--- src/rtl/debounce_multi_if.sv ---
// Button-conditioner bus: raw inputs in, debounced level and edge pulses out.
// The design side uses the slave modport; the stimulus/board side uses master.
interface debounce_multi_if #(
  parameter int unsigned CHANNELS = 4
);
  logic [CHANNELS-1:0] noisy_in;
  logic [CHANNELS-1:0] clean_level;
  logic [CHANNELS-1:0] press_pulse;
  logic [CHANNELS-1:0] release_pulse;
  logic                any_press;

  modport master (
    output noisy_in,
    input  clean_level, press_pulse, release_pulse, any_press
  );

  modport slave (
    input  noisy_in,
    output clean_level, press_pulse, release_pulse, any_press
  );
endinterface

--- src/rtl/debounce_multi.sv ---
// Multi-channel button conditioner: synchroniser, stable-count filter, press/release pulses.
// Define DEBOUNCE_AUTOREPEAT_EN to add hold-to-repeat press pulses.
module debounce_multi #(
  parameter int unsigned CHANNELS      = 4,
  parameter int unsigned SYNC_STAGES   = 2,
  parameter int unsigned STABLE_CYCLES = 4,
  parameter int unsigned REPEAT_DELAY  = 16,
  parameter int unsigned REPEAT_PERIOD = 8
) (
  input logic             clk,
  input logic             rst,
  debounce_multi_if.slave bus
);
  localparam int unsigned CW = $clog2(STABLE_CYCLES) + 1;

  // Elaboration-time parameter range checks
  if (CHANNELS < 1 || CHANNELS > 32) begin : g_bad_channels
    $error("debounce_multi: CHANNELS must be 1..32");
  end
  if (SYNC_STAGES < 2 || STABLE_CYCLES < 2) begin : g_bad_filter
    $error("debounce_multi: SYNC_STAGES and STABLE_CYCLES must be >= 2");
  end
  if (REPEAT_DELAY < 2 || REPEAT_PERIOD < 2) begin : g_bad_repeat
    $error("debounce_multi: REPEAT_DELAY and REPEAT_PERIOD must be >= 2");
  end

  logic [CHANNELS-1:0] sync_q [SYNC_STAGES];
  logic [CHANNELS-1:0] sync_last;
  logic [CW-1:0]       cnt_q [CHANNELS];
  logic [CW-1:0]       cnt_d [CHANNELS];
  logic [CHANNELS-1:0] clean_q, clean_d;
  logic [CHANNELS-1:0] press_q, press_d;
  logic [CHANNELS-1:0] release_q, release_d;
  logic                any_q;

  assign sync_last = sync_q[SYNC_STAGES-1];

`ifdef DEBOUNCE_AUTOREPEAT_EN
  localparam int unsigned RMAX = (REPEAT_DELAY > REPEAT_PERIOD) ? REPEAT_DELAY : REPEAT_PERIOD;
  localparam int unsigned HW   = $clog2(RMAX) + 1;

  logic [HW-1:0]       hold_q [CHANNELS];
  logic [HW-1:0]       hold_d [CHANNELS];
  logic [CHANNELS-1:0] first_q, first_d;
`endif

  // Next-state: filter acceptance, edge pulses and optional repeat timing
  always_comb begin
    clean_d   = clean_q;
    press_d   = '0;
    release_d = '0;
    for (int i = 0; i < int'(CHANNELS); i++) begin
      cnt_d[i] = '0;
      if (sync_last[i] != clean_q[i]) begin
        if (cnt_q[i] == CW'(STABLE_CYCLES - 1)) begin
          clean_d[i]   = sync_last[i];
          press_d[i]   = sync_last[i];
          release_d[i] = ~sync_last[i];
        end else begin
          cnt_d[i] = cnt_q[i] + CW'(1);
        end
      end
    end
`ifdef DEBOUNCE_AUTOREPEAT_EN
    // Hold timer runs only while the level is 1 and stays 1 this cycle
    for (int i = 0; i < int'(CHANNELS); i++) begin
      hold_d[i]  = '0;
      first_d[i] = 1'b1;
      if (clean_q[i] && clean_d[i]) begin
        first_d[i] = first_q[i];
        if (hold_q[i] == (first_q[i] ? HW'(REPEAT_DELAY - 1) : HW'(REPEAT_PERIOD - 1))) begin
          press_d[i] = 1'b1;
          hold_d[i]  = '0;
          first_d[i] = 1'b0;
        end else begin
          hold_d[i] = hold_q[i] + HW'(1);
        end
      end
    end
`endif
  end

  // State and output registers
  always_ff @(posedge clk or posedge rst) begin
    if (rst) begin
      for (int s = 0; s < int'(SYNC_STAGES); s++) sync_q[s] <= '0;
      for (int i = 0; i < int'(CHANNELS); i++) cnt_q[i] <= '0;
      clean_q   <= '0;
      press_q   <= '0;
      release_q <= '0;
      any_q     <= 1'b0;
    end else begin
      sync_q[0] <= bus.noisy_in;
      for (int s = 1; s < int'(SYNC_STAGES); s++) sync_q[s] <= sync_q[s-1];
      for (int i = 0; i < int'(CHANNELS); i++) cnt_q[i] <= cnt_d[i];
      clean_q   <= clean_d;
      press_q   <= press_d;
      release_q <= release_d;
      any_q     <= |press_d;
    end
  end

`ifdef DEBOUNCE_AUTOREPEAT_EN
  always_ff @(posedge clk or posedge rst) begin
    if (rst) begin
      for (int i = 0; i < int'(CHANNELS); i++) hold_q[i] <= '0;
      first_q <= '1;
    end else begin
      for (int i = 0; i < int'(CHANNELS); i++) hold_q[i] <= hold_d[i];
      first_q <= first_d;
    end
  end
`endif

  assign bus.clean_level   = clean_q;
  assign bus.press_pulse   = press_q;
  assign bus.release_pulse = release_q;
  assign bus.any_press     = any_q;

endmodule

--- src/flat_wrapper.sv ---
// flat-port wrapper written by rule: the top's interface ports become plain ports
module debounce_multi_flat 
#(
  parameter int unsigned CHANNELS      = 4,
  parameter int unsigned SYNC_STAGES   = 2,
  parameter int unsigned STABLE_CYCLES = 4,
  parameter int unsigned REPEAT_DELAY  = 16,
  parameter int unsigned REPEAT_PERIOD = 8
)
  (clk, rst, bus_noisy_in, bus_clean_level, bus_press_pulse, bus_release_pulse, bus_any_press);
  debounce_multi_if #(.CHANNELS(CHANNELS)) bus_i ();
  input logic clk;
  input logic rst;
  input wire logic [$bits(bus_i.noisy_in)-1:0] bus_noisy_in;
  output wire logic [$bits(bus_i.clean_level)-1:0] bus_clean_level;
  output wire logic [$bits(bus_i.press_pulse)-1:0] bus_press_pulse;
  output wire logic [$bits(bus_i.release_pulse)-1:0] bus_release_pulse;
  output wire logic [$bits(bus_i.any_press)-1:0] bus_any_press;
  assign bus_i.noisy_in = bus_noisy_in;
  assign bus_clean_level = bus_i.clean_level;
  assign bus_press_pulse = bus_i.press_pulse;
  assign bus_release_pulse = bus_i.release_pulse;
  assign bus_any_press = bus_i.any_press;
  debounce_multi #(.CHANNELS(CHANNELS), .SYNC_STAGES(SYNC_STAGES), .STABLE_CYCLES(STABLE_CYCLES), .REPEAT_DELAY(REPEAT_DELAY), .REPEAT_PERIOD(REPEAT_PERIOD)) u_core (.clk(clk), .rst(rst), .bus(bus_i));
endmodule
--- config.mk ---
export PLATFORM = sky130hd
export DESIGN_NAME = debounce_multi_flat
export DESIGN_NICKNAME = d
export VERILOG_FILES = /design/src/rtl/debounce_multi_if.sv /design/src/rtl/debounce_multi.sv /design/src/flat_wrapper.sv
export SDC_FILE = /design/constraint.sdc
export NUM_CORES = 1
export LEC_CHECK = 0
export BUFFER_PORTS_ARGS = -buffer_cell sky130_fd_sc_hd__buf_2
export CELL_PAD_IN_SITES_DETAIL_PLACEMENT = 1
export CELL_PAD_IN_SITES_GLOBAL_PLACEMENT = 2
export CORE_MARGIN = 2
export CORE_UTILIZATION = 36
export CTS_BUF_LIST = sky130_fd_sc_hd__clkbuf_8
export DETAILED_ROUTE_END_ITERATION = 8
export GPL_TIMING_DRIVEN = 0
export MAX_ROUTING_LAYER = met4
export PLACE_DENSITY_LB_ADDON = 0.1
export SYNTH_ARGS = -nofsm -noshare
export SYNTH_HDL_FRONTEND = slang
export SYNTH_SLANG_ARGS = --single-unit
--- constraint.sdc ---
create_clock -name clk -period 1.3 [get_ports clk]
set_input_delay 0.065 -clock clk [delete_from_list [all_inputs] [get_ports clk]]
set_output_delay 0.065 -clock clk [all_outputs]
set_load 0.1 [all_outputs]
After elaboration in Yosys (flattened, before gate mapping):

Cells that the tools add are included.

* register bits: 33
* bits in latches: 0
* RAM bits: 0
* ROM bits: 0
* input bits: 6
* output and inout bits: 13
* word-level logic and storage cells: 58
* memories kept: 0

* $add $sub $neg: 4
* $mul: 0
* divide/modulo/power cells: 0
* order comparisons: 0
* equal/unequal tests: 8
* shift operators: 0
* mux-type cells: 24
* bitwise logic cells: 4
* reductions and logical operators: 5

Operators with widths (count)
* $mux 3: 8
* $mux 1: 16
* $add 3x1->3 const B: 4
* $eq 3x2->1 const B: 4
* $reduce_and 2->1: 4
* $ne 1x1->1: 4
* $not 1->1: 4
* $reduce_or 4->1: 1

Logic depth before layout (Yosys ltp):

* word-level depth: 4
* gate-level depth with buffers: 3
* mapped depth without buffers: 3

Least setup slack after synthesis:

Ideal clock, no wire load.

* path type: register to register
* start: register u_core.clean_q[2], in the netlist u_core.bus.clean_level[2]
* end: register u_core.any_q, in the netlist u_core.bus.any_press
* setup time: 0.138 ns
* data arrival time: 1.706 ns
* required time: 1.162 ns
* path slack: -0.544 ns
* cell stages (with the launch flop): 3
* path buffers: 0
* clock period less this slack: 1.844 ns
* cell sequence: dfrtp_1 and4bb_1 or4_1

* cells in the longest elaborated chain, start to end: 3

RTL lines
* start: declaration: RTL line debounce_multi.sv:31 `logic [CHANNELS-1:0] clean_q, clean_d;`
* start signal: assignment: RTL line debounce_multi.sv:96 `clean_q <= clean_d;`
* $ne 1x1->1: RTL line debounce_multi.sv:54 `if (sync_last[i] != clean_q[i]) begin`
* $mux 1: RTL line debounce_multi.sv:54
* named net u_core.press_d[2]: RTL line debounce_multi.sv:32 `logic [CHANNELS-1:0] press_q, press_d;`
* $reduce_or 4->1: RTL line debounce_multi.sv:99 `any_q <= |press_d;`
* end signal: assignment: RTL line debounce_multi.sv:99
* end: declaration: RTL line debounce_multi.sv:34 `logic any_q;`

The timed path passes the listed nets, and every way through them passes these cells.
A chain may end at the register's enable or synchronous reset.

Worst setup path after layout:

* start: register u_core.cnt_q[3] (netlist bit)
* end: register u_core.any_q, in the netlist u_core.bus.any_press

* cells in the longest elaborated chain, start to end: 4

RTL lines
* start: declaration: RTL line debounce_multi.sv:29 `logic [CW-1:0] cnt_q [CHANNELS];`
* $eq 3x2->1: RTL line debounce_multi.sv:55 `if (cnt_q[i] == CW'(STABLE_CYCLES - 1)) begin`
* $mux 1: RTL line debounce_multi.sv:55
* $mux 1: RTL line debounce_multi.sv:54
* named net u_core.press_d[2]: RTL line debounce_multi.sv:32
* $reduce_or 4->1: RTL line debounce_multi.sv:99

The timed path passes the listed nets, and every way through them passes these cells.

==> flow_summary.ini <==
[status]
status = finished with violations
violations = setup timing

[synth]
syn_nets = 81
yosysUniqueCellTypes = 14
seq_area_frac_synth = 0.717
synthCells = 71
postSynthAreaPerCell_um2 = 16.2
ys_seq_elements = 33
ys_warn_count = 0
syn_area_mm2 = 0.00115

[sta]
max_freq_ghz = 0.709
worstMarginPinSlew_ns = 0.638
whs_ns = 0.349
hold_viol_final = 0
finalSetupTns_ns = -0.110
setup_viol = 1
relSlewSlack = 0.574
drv_slew = 0
period_minus_slack_ns = 1.41
rsz0062_at_grt = yes
setup_ws_ns = -0.110
worst_clock_skew_ns = 0.00633
layout_worst_path_cycle_share = 1.08

[placed_design]
dpl_cell_area_mm2 = 0.00131
io_buffers = 18
dp_hpwl_um = 1210
globalplace.congestion = 0.706
placed_cells = 133

[clock_tree]
h-tree-depth = 2
cts_buffer_depth = 2
cts.clk_slew.worst_paths_ns = 0.06
cts_made_buffers = 5
clkLatencyLatePin_ns = 0.28
cts_tree = yes
cts_root_buf = clkbuf_8
clock_sinks = 33

[global_route]
antenna_found_initial = 0
grt_pass1_vias = 740
overflow = 0
grt_start_max_net_pins = 34
grt_first_pass_wirelength_um = 3150
grt_use_total = 0.127

[setup_path]
cp-end-kind = register
r2r-start = u_core.cnt_q[3]$_DFF_PP0_
criticalPathCategory = register to register
critical_path_required_ns = 1.45
start_kind = register
startpoint = u_core.cnt_q[3]$_DFF_PP0_
critPathArrivalTime_ns = 1.56
crit_fanout = 3

[pwr]
ir_drop_mv = 0.913
p_leak_nw = 0.755
p_total_mw = 3.35
cellPowerDensity_mw_per_mm2 = 2220

[cells_and_area]
drive_gt1_frac = 0.406
num_antenna_cells = 0
nets = 115
fin_area_mm2 = 0.00151
areaGrowthSynthToFinish_pct = 30.9
finalNonFillerCells = 150

[floorplan]
die_y_um = 60.5
rows = 20
dieArea_mm2 = 0.00367
coreArea_mm2 = 0.00305
initial_core_util = 0.377
die_w_um = 60.5
ioPinCount = 19

[run]
cap_violations = 0

[min_path]
hp-start = u_core.sync_q[6]$_DFF_PP0_
hold_path.class = register to register

[detailed_routing]
vias = 681
first_pass_iters = 3
postRouteWirelength_um = 1900
drt_iter0_markers = 9
viasPerCell = 4.54
wl_per_cell_um = 12.7
final_antenna_net_count = 0
drcViolationCount = 0
state kept, by name (all words and copies together), names as in the netlist:
signal	count
u_core.bus.release_pulse	4
u_core.sync_last	4
u_core.bus.clean_level	4
u_core.bus.any_press	1
u_core.bus.press_pulse	4
u_core.sync_q	4
u_core.cnt_q	12
through the flow:
stage / utilization / setup slack, ns
2_1_floorplan: - / -0.169
3_3_place_gp: 0.428 / -0.158
3_5_place_dp: 0.428 / -0.160
4_1_cts: 0.475 / -0.108
5_1_grt: 0.493 / -0.157
6_report: 0.493 / -0.110
cell usage in the layout (no fill, tap or decap), types with 2 or more instances in the layout:
master          n
nor4bb_1        2
mux2_2          4
dlygate4sd3_1   5
xnor2_1         4
nor2b_1         3
nor3_1          4
inv_1           4
and3b_1         3
ha_2            3
clkbuf_8        5
buf_4           3
dfrtp_4         2
nor3b_1         6
nor2b_2         2
buf_2          18
dfrtp_1        29
dfrtp_2         2
critical path: stages, from the launching register on:
cell,delay [ns]
dfrtp_1,0.38
ha_2,0.18
and4bb_1,0.20
or4_1,0.51
cell usage after synthesis, drive strengths merged:
cell     n  area (um^2)
nor2b    6         37.5
mux2     4         45.0
xnor2    4         35.0
nor4bb   2         20.0
or4      1         7.51
nor3b    6         45.0
inv      1         3.75
dfrtp   33          826
nor3     4         20.0
and4bb   2         25.0
ha       4         50.1
and3b    4         36.3
report_power, final:
group / total (mW) / switching, mW / leakage, nW / internal [mW]
logic: 1.26 / 0.895 / 0.282 / 0.363
clock network: 0.699 / 0.343 / 0.0519 / 0.356
registers: 1.39 / 0.139 / 0.421 / 1.25
total: 3.35 / 1.38 / 0.755 / 1.97
repair_timing:
item / 4_1_cts / 5_1_grt
endpoints found under the hold margin: 4 / 14
pin swaps: 2 / 0
setup endpoints to repair: 3 / 5
hold buffers: 4 / 1
resized for setup: 4 / 3
setup buffers: 2 / 1
worst paths after layout:
| kind | cells after the start | end | slack [ns] |
|---|---|---|---|
| hold / removal | 0 | u_core.sync_last[2]$_DFF_PP0_ | 0.35 |
| setup / recovery | 3 | u_core.bus.any_press$_DFF_PP0_ | -0.11 |
| max in group asynchronous | 4 | u_core.bus.clean_level[1]$_DFFE_PP0P_ | 0.36 |
| min in group asynchronous | 3 | u_core.sync_last[0]$_DFF_PP0_ | 0.41 |
| hold reg to reg | 0 | u_core.sync_last[2]$_DFF_PP0_ | 0.35 |
| setup reg to reg | 3 | u_core.bus.any_press$_DFF_PP0_ | -0.11 |
kinds of logic after synthesis:
logic type / share of synthesized area
buffers and inverters: 0.00326
flip-flops: 0.717
multiplexers: 0.0391
AND/OR/NAND/NOR: 0.166
XOR/XNOR: 0.0304
adder cells (fa/ha/maj): 0.0435
area by class of cell:
class | count | area [um^2]
Multi-Input combinational cell | 37 | 342
Tap cell | 44 | 55.1
Timing Repair Buffer | 27 | 190
Clock inverter | 3 | 11.3
Clock buffer | 5 | 68.8
Inverter | 1 | 3.75
Sequential cell | 33 | 836
Fill cell | 331 | 1550
routing by layer:
| layer | track usage | share of wire | vias to the layer above |
|---|---|---|---|
| li1 | - | - | 313 |
| met1 | 0.127 | 0.41 | 343 |
| met2 | 0.203 | 0.51 | 18 |
| met3 | 0.0512 | 0.048 | 7 |
| met4 | 0.0839 | 0.026 | 0 |
| met5 | - | 0 | - |
Note: power is estimated with default switching activity, not from simulation.
